$ cat config.mk
export PLATFORM = sky130hd
export DESIGN_NAME = bg_theme_controller
export DESIGN_NICKNAME = d
export VERILOG_FILES = /design/src/rtl/bg_theme_controller.sv
export SDC_FILE = /design/constraint.sdc
export NUM_CORES = 1
export LEC_CHECK = 0
export ABC_AREA = 1
export CORE_ASPECT_RATIO = 1.75
export CORE_MARGIN = 5
export CORE_UTILIZATION = 45
export CTS_BUF_LIST = sky130_fd_sc_hd__clkbuf_8
export DETAILED_ROUTE_END_ITERATION = 12
export PLACE_DENSITY = 0.77
export SLEW_MARGIN = 20
export SYNTH_ARGS = -nofsm -noshare
export SYNTH_HDL_FRONTEND = slang
export SYNTH_SLANG_ARGS = --single-unit
$ cat constraint.sdc
create_clock -name clk -period 2.8 [get_ports clk]
set_input_delay 0.56 -clock clk [delete_from_list [all_inputs] [get_ports clk]]
set_output_delay 0.56 -clock clk [all_outputs]
set_load 0.03 [all_outputs]
$ cat src/rtl/bg_theme_controller.sv
// Frame-rate background color sequencer: per-level theme, hit flash and level-change blackout.
// All outputs are registered and decoded from the next state, so they move on the same edge as the state.
module bg_theme_controller #(
  parameter int FLASH_FRAMES = 4,
  parameter int FLASH_COUNT  = 3,
  parameter int TRANS_FRAMES = 60
) (
  input  logic       clk,
  input  logic       resetN,
  input  logic       startOfFrame,
  input  logic       levelUp,
  input  logic       playerHit,
  output logic [7:0] fillRGB,
  output logic [7:0] borderRGB,
  output logic [7:0] bracketRGB,
  output logic [1:0] level,
  output logic       busy,
  output logic       transDone
);

  localparam int MAX_FRAMES = (FLASH_FRAMES > TRANS_FRAMES) ? FLASH_FRAMES : TRANS_FRAMES;
  localparam int CNT_W      = (MAX_FRAMES > 1) ? $clog2(MAX_FRAMES) : 1;
  localparam int FLC_W      = (FLASH_COUNT > 1) ? $clog2(FLASH_COUNT) : 1;

  localparam logic [CNT_W-1:0] FLASH_LAST = CNT_W'(FLASH_FRAMES - 1);
  localparam logic [CNT_W-1:0] TRANS_LAST = CNT_W'(TRANS_FRAMES - 1);
  localparam logic [FLC_W-1:0] PAIR_LAST  = FLC_W'(FLASH_COUNT - 1);

  localparam logic [7:0] BORDER_NORMAL = 8'b111_111_00;
  localparam logic [7:0] BORDER_HIT    = 8'b111_000_00;

  typedef enum logic [1:0] {
    IDLE      = 2'd0,
    FLASH_ON  = 2'd1,
    FLASH_OFF = 2'd2,
    TRANS     = 2'd3
  } state_t;

  state_t           state, state_nx;
  logic [CNT_W-1:0] frame_cnt, frame_nx;
  logic [FLC_W-1:0] flash_cnt, flash_nx;
  logic [1:0]       level_nx;
  logic             done_nx;
  logic [7:0]       fill_nx, border_nx, bracket_nx;

  function automatic logic [7:0] theme(input logic [1:0] lvl);
    case (lvl)
      2'd0:    theme = 8'b000_100_00;
      2'd1:    theme = 8'b000_000_10;
      2'd2:    theme = 8'b100_000_00;
      default: theme = 8'b010_010_01;
    endcase
  endfunction

  // Event pulses are tested before the frame tick so a coincident event overrides a phase end.
  always_comb begin
    // NOTE: every variable gets a default first so no path can leave one unassigned and infer a latch.
    state_nx = state;
    frame_nx = frame_cnt;
    flash_nx = flash_cnt;
    level_nx = level;
    done_nx  = 1'b0;
    case (state)
      IDLE: begin
        if (levelUp) begin
          state_nx = TRANS;
          frame_nx = '0;
        end else if (playerHit) begin
          state_nx = FLASH_ON;
          frame_nx = '0;
          flash_nx = '0;
        end
      end
      FLASH_ON, FLASH_OFF: begin
        if (levelUp) begin
          state_nx = TRANS;
          frame_nx = '0;
        end else if (playerHit) begin
          state_nx = FLASH_ON;
          frame_nx = '0;
          flash_nx = '0;
        end else if (startOfFrame) begin
          if (frame_cnt == FLASH_LAST) begin
            frame_nx = '0;
            if (state == FLASH_ON) begin
              state_nx = FLASH_OFF;
            end else if (flash_cnt == PAIR_LAST) begin
              state_nx = IDLE;
            end else begin
              state_nx = FLASH_ON;
              flash_nx = flash_cnt + FLC_W'(1);
            end
          end else begin
            frame_nx = frame_cnt + CNT_W'(1);
          end
        end
      end
      TRANS: begin
        if (startOfFrame) begin
          if (frame_cnt == TRANS_LAST) begin
            state_nx = IDLE;
            frame_nx = '0;
            level_nx = level + 2'd1;
            done_nx  = 1'b1;
          end else begin
            frame_nx = frame_cnt + CNT_W'(1);
          end
        end
      end
    endcase
  end

  always_comb begin
    fill_nx    = theme(level_nx);
    border_nx  = BORDER_NORMAL;
    bracket_nx = 8'hFF;
    case (state_nx)
      FLASH_ON: begin
        fill_nx   = 8'hFF;
        border_nx = BORDER_HIT;
      end
      TRANS: begin
        fill_nx    = 8'h00;
        bracket_nx = 8'h00;
      end
      default: ;
    endcase
  end

  always_ff @(posedge clk or negedge resetN) begin
    if (!resetN) begin
      state      <= IDLE;
      frame_cnt  <= '0;
      flash_cnt  <= '0;
      level      <= 2'd0;
      fillRGB    <= 8'b000_100_00;
      borderRGB  <= BORDER_NORMAL;
      bracketRGB <= 8'hFF;
      busy       <= 1'b0;
      transDone  <= 1'b0;
    end else begin
      // NOTE: non-blocking assignments so every register samples pre-edge values, whatever the statement order.
      state      <= state_nx;
      frame_cnt  <= frame_nx;
      flash_cnt  <= flash_nx;
      level      <= level_nx;
      fillRGB    <= fill_nx;
      borderRGB  <= border_nx;
      bracketRGB <= bracket_nx;
      busy       <= (state_nx != IDLE);
      transDone  <= done_nx;
    end
  end

endmodule

# Yosys cells after proc, flatten, opt, wreduce, memory -nomap -nowiden
# Index checks and enable logic that the tools add are counted.
# op_classes
n_addsub,3
n_eq_ne,20
muxes,39
n_reduce_logical,7
# ops
operator,count
2-to-1 mux 6 bit,8
2-to-1 mux 2 bit,20
case mux 8 bit (3 select lines),1
case mux 6 bit (3 select lines),1
case mux 8 bit (2 select lines),1
!= test 3 bit (second input constant),5
== test 2 bit (second input constant),5
2-to-1 mux 8 bit,1
!= test 2 bit (second input constant),4
AND reduction 8 bit,1
adder 6 x 1 -> 6 bit (second input constant),1
== test 2 x 1 -> 1 bit (second input constant),3
== test 6 x 2 -> 1 bit (second input constant),1
== test 6 bit (second input constant),1
case mux 2 bit (3 select lines),1
2-to-1 mux 5 bit,1
adder 2 x 1 -> 2 bit (second input constant),2
logical NOT 2 bit,2
2-to-1 mux 1 bit,4
!= test 4 bit (second input constant),1
case mux 2 bit (2 select lines),1
nonzero test 2 bit,2
AND reduction 3 bit,1
OR reduction 2 bit,1
# totals
regBits,38
input_bits,5
output_inout_bits,28
word_cells,78

# Logic depth before layout (Yosys ltp)
# depth
word_depth,10
depth_mapped,10
ltp_nobuf,10

# Worst setup path after synthesis
# Ideal clock, no wire load.
# synth_timing
path_kind,reg-to-reg
start,register state[0]
end,register frame_cnt[4]
setup_time_ps,126
t_arrival_ps,1547
required_time_ps,2674
setup_slack_ps,1128
stages_incl_launch_ff,10
n_path_buf,0
synth_period_minus_slack_ps,1672
path_cell_list,dfrtp_1 -> inv_1 -> ha_1 -> inv_1 -> nand2_1 -> nand3_1 -> nand2_1 -> nor3_1 -> xnor2_1 -> nor2_1
# synth_via
elab_chain_len,4
elab_cells_between_ends,10
classes_between,eq/ne: 6; mux: 1; reduce/logical: 3
# synth_rtl
item,line,source
start: declaration,39,"state_t state, state_nx;"
start signal: assignment,143,state <= state_nx;
== test 2 x 1 -> 1 bit / == test 2 bit (equally long branches),63,case (state)
OR reduction 2 bit,63,
!= test 4 bit (no source line),n/a,
AND reduction 3 bit (no source line),n/a,
end signal: assignment,144,frame_cnt <= frame_nx;
end: declaration,40,"logic [CNT_W-1:0] frame_cnt, frame_nx;"
# Parallel ways exist; a longest one is shown, timed or not.
# A chain may end at the register's enable or synchronous reset.

==> flow_summary.yaml <==
grt:
  overflow: 0
  grt_util_all_layers_pct: 14.2
  grt_max_degree: 22
  antenna_found_initial: 0
  first_global_vias: 1050
  grt_first_pass_wirelength_mm: 4.37
routing:
  vias: 1046
  met1_length_um: 923
  wl_met2_mm: 1.58
  wl_met3_um: 98
  vias_per_cell: 4.98
  drt_iter0_drc: 15
  wirelength_mm: 2.67
  drc_errors: 0
  dr.pass1.iters: 4
  highest-signal-layer: "met4"
  wl_per_cell_um: 12.7
  ant_nets: 0
setup_path:
  cp_num_buf_inv: 1
  endpoint_kind: "primary output"
  max_stage_delay_ns: 0.69
  path_delay_family: "buffers and inverters"
  slowest_stage: "clkdlybuf4s50_1"
  cp.arrival_ns: 1.55
  worstPathCellList: "clkdlybuf4s50_1"
  crit_type: "reg2out"
  worstSetupStartpointType: "flip-flop"
  path_max_fanout: 8
  crit_required_ns: 2.24
yosys:
  synth-main-ff-cell: "dfrtp_1"
  syn-cell-area_mm2: 0.00133
  synthDistinctLibCells: 26
  ys_seq_area_share_pct: 39.9
  yosys-top-cells-count: "32 x nand2_1, 22 x inv_1, 18 x dfrtp_1"
  synth_largest_area_cell: "dfrtp_1"
  post-synth-top-count-cell: "nand2_1"
  synth_top_cells_by_area: "dfrtp_1 34%, buf_4 9.6%, nand2_1 9.1%"
  syn_avg_cell_area_um2: 8.09
  syn_inst: 164
  yosysWarningCount: 0
  synth_edf_count: 0
  yosys_register_bits: 21
  async_flop_share_pct: 100
  synth_top_area_share_pct: 34.0
final_layout:
  layout-drive-gt1-share_pct: 12.1
  register_area_um2: 529
  num_antenna_cells: 0
  area_growth_pct: 18.3
  nFillCells: 257
  nets: 194
  multi_input_area_um2: 591
timing:
  fmax_mhz: 473
  setup_violations: 0
  tns_ns: 0
  hold_violations: 0
  clock_skew_ns: 0.00936
  slew_violations: 0
  hold_slack_ns: 0.494
  rsz0062_at_grt: "false"
  period_minus_slack_ns: 2.11
  period_share_pct: 75.5
run:
  cap_viol_max_count: 0
power_and_ir_drop:
  power_density_mw_per_mm2: 1230
  finalPower_uw: 1930
  vdd.ir_drop.worst_uv: 642
  p_leak_uw: 0.000772
status:
  status: "finished clean"
placed_design:
  io_buffers: 27
  place.gp.congestion: 0.944
  hpwl_mm: 2.11
floorplanning:
  pin_count: 33
  dieArea_mm2: 0.00418
  rows: 26
  die_y_um: 81.8
  fp.dieW_um: 51.0
  core_area_mm2: 0.00290
  start_util_pct: 45.8
clocking:
  hold_buffers: 0
  clock-root-buffer: "clkbuf_8"
  cts.clk_slew.worst_paths_ns: 0.08
  numCtsBuffers: 3
  cts_tree: "built"
  htreeDepth: 1
  clock_path_buffers: 2
  cts_sinks: 21
  post_cts_resized: 0
  post-cts-setup-buffer-count: 0
  clk_latency_ns: 0.27
hold_path:
  hold_class: "reg2reg"
[registers in the layout, summed over array words and instances, names as in the netlist, 2 cells and up]
name       count
fillRGB        5
level          2
frame_cnt      6
state          2
flash_cnt      2
[logic make-up after synthesis]
group                    Yosys count  share of synthesized area (%)
AND/OR/NAND/NOR                   75                           28.2
AO/OA/AOI/OAI                     16                           7.26
other                              2                          0.566
XOR/XNOR                           3                           1.98
adder cells (fa/ha/maj)            6                           5.66
buffers and inverters             41                           16.4
flip-flops                        21                           39.9
[path summary, 6_finish.rpt]
| check | start | end | slack [ns] | depth (start not counted) |
|---|---|---|---|---|
| worst max-delay path | bracketRGB[6] | bracketRGB[2] | 0.69 | 1 |
| worst min register to register | flash_cnt[0] | flash_cnt[0] | 0.49 | 2 |
| worst max register to register | state[0] | frame_cnt[1] | 0.89 | 8 |
| min in group asynchronous | resetN | flash_cnt[0] | 0.62 | 2 |
| worst min-delay path | flash_cnt[0] | flash_cnt[0] | 0.49 | 2 |
| max in group asynchronous | resetN | fillRGB[4] | 1.90 | 2 |
[final cells by class]
type                            instances  share of cell area [%]
Clock inverter                          1                   0.319
Tap cell                               28                    2.23
Timing Repair Buffer                   28                    17.7
Multi-Input combinational cell        105                    37.6
Inverter                               24                    5.74
Clock buffer                            3                    2.63
Sequential cell                        21                    33.7
[metrics by stage]
step / util [%] / cell area [um2] / setup slack (ns) / cells
after floorplan: - / 1340 / 1.13 / 167
after global placement: 52.6 / 1520 / 0.869 / 206
after detailed placement: 52.6 / 1520 / 0.822 / 206
after CTS: 54.2 / 1570 / 0.672 / 210
after global routing: 54.2 / 1570 / 0.620 / 210
final: 54.2 / 1570 / 0.687 / 210
[power breakdown]
part	switching (uW)	total (uW)	internal (uW)
registers	73.0	499	426
logic	775	1220	447
clock network	104	204	99.4
[routing by layer]
layer | track usage, % | vias to the layer above
li1 | - | 532
met1 | 12.8 | 481
met2 | 27.6 | 26
met3 | 2.54 | 7
met4 | 9.16 | 0
met5 | 0 | -
[cell usage in the layout, fill, tap and decap left out]
| master | instances |
|---|---|
| xnor2_1 | 2 |
| clkinv_2 | 1 |
| clkdlybuf4s50_1 | 27 |
| clkbuf_8 | 3 |
| o211ai_1 | 1 |
| inv_1 | 22 |
| buf_4 | 1 |
| o31ai_1 | 1 |
| o21ai_0 | 4 |
| nor2_2 | 1 |
| nor3_1 | 1 |
| inv_2 | 2 |
| nand3_1 | 12 |
| a21oi_1 | 7 |
| o21ai_2 | 2 |
| nand3_2 | 2 |
| xor2_1 | 1 |
| ha_1 | 6 |
| conb_1 | 5 |
| nand2_2 | 1 |
| dfrtp_1 | 18 |
| nand2_4 | 3 |
| nand3b_4 | 1 |
| nand4_1 | 5 |
| nor2_1 | 16 |
| a21oi_2 | 1 |
| nor2_4 | 1 |
| dfstp_2 | 3 |
| nand2_1 | 32 |
(Power assumes the default switching activity.)
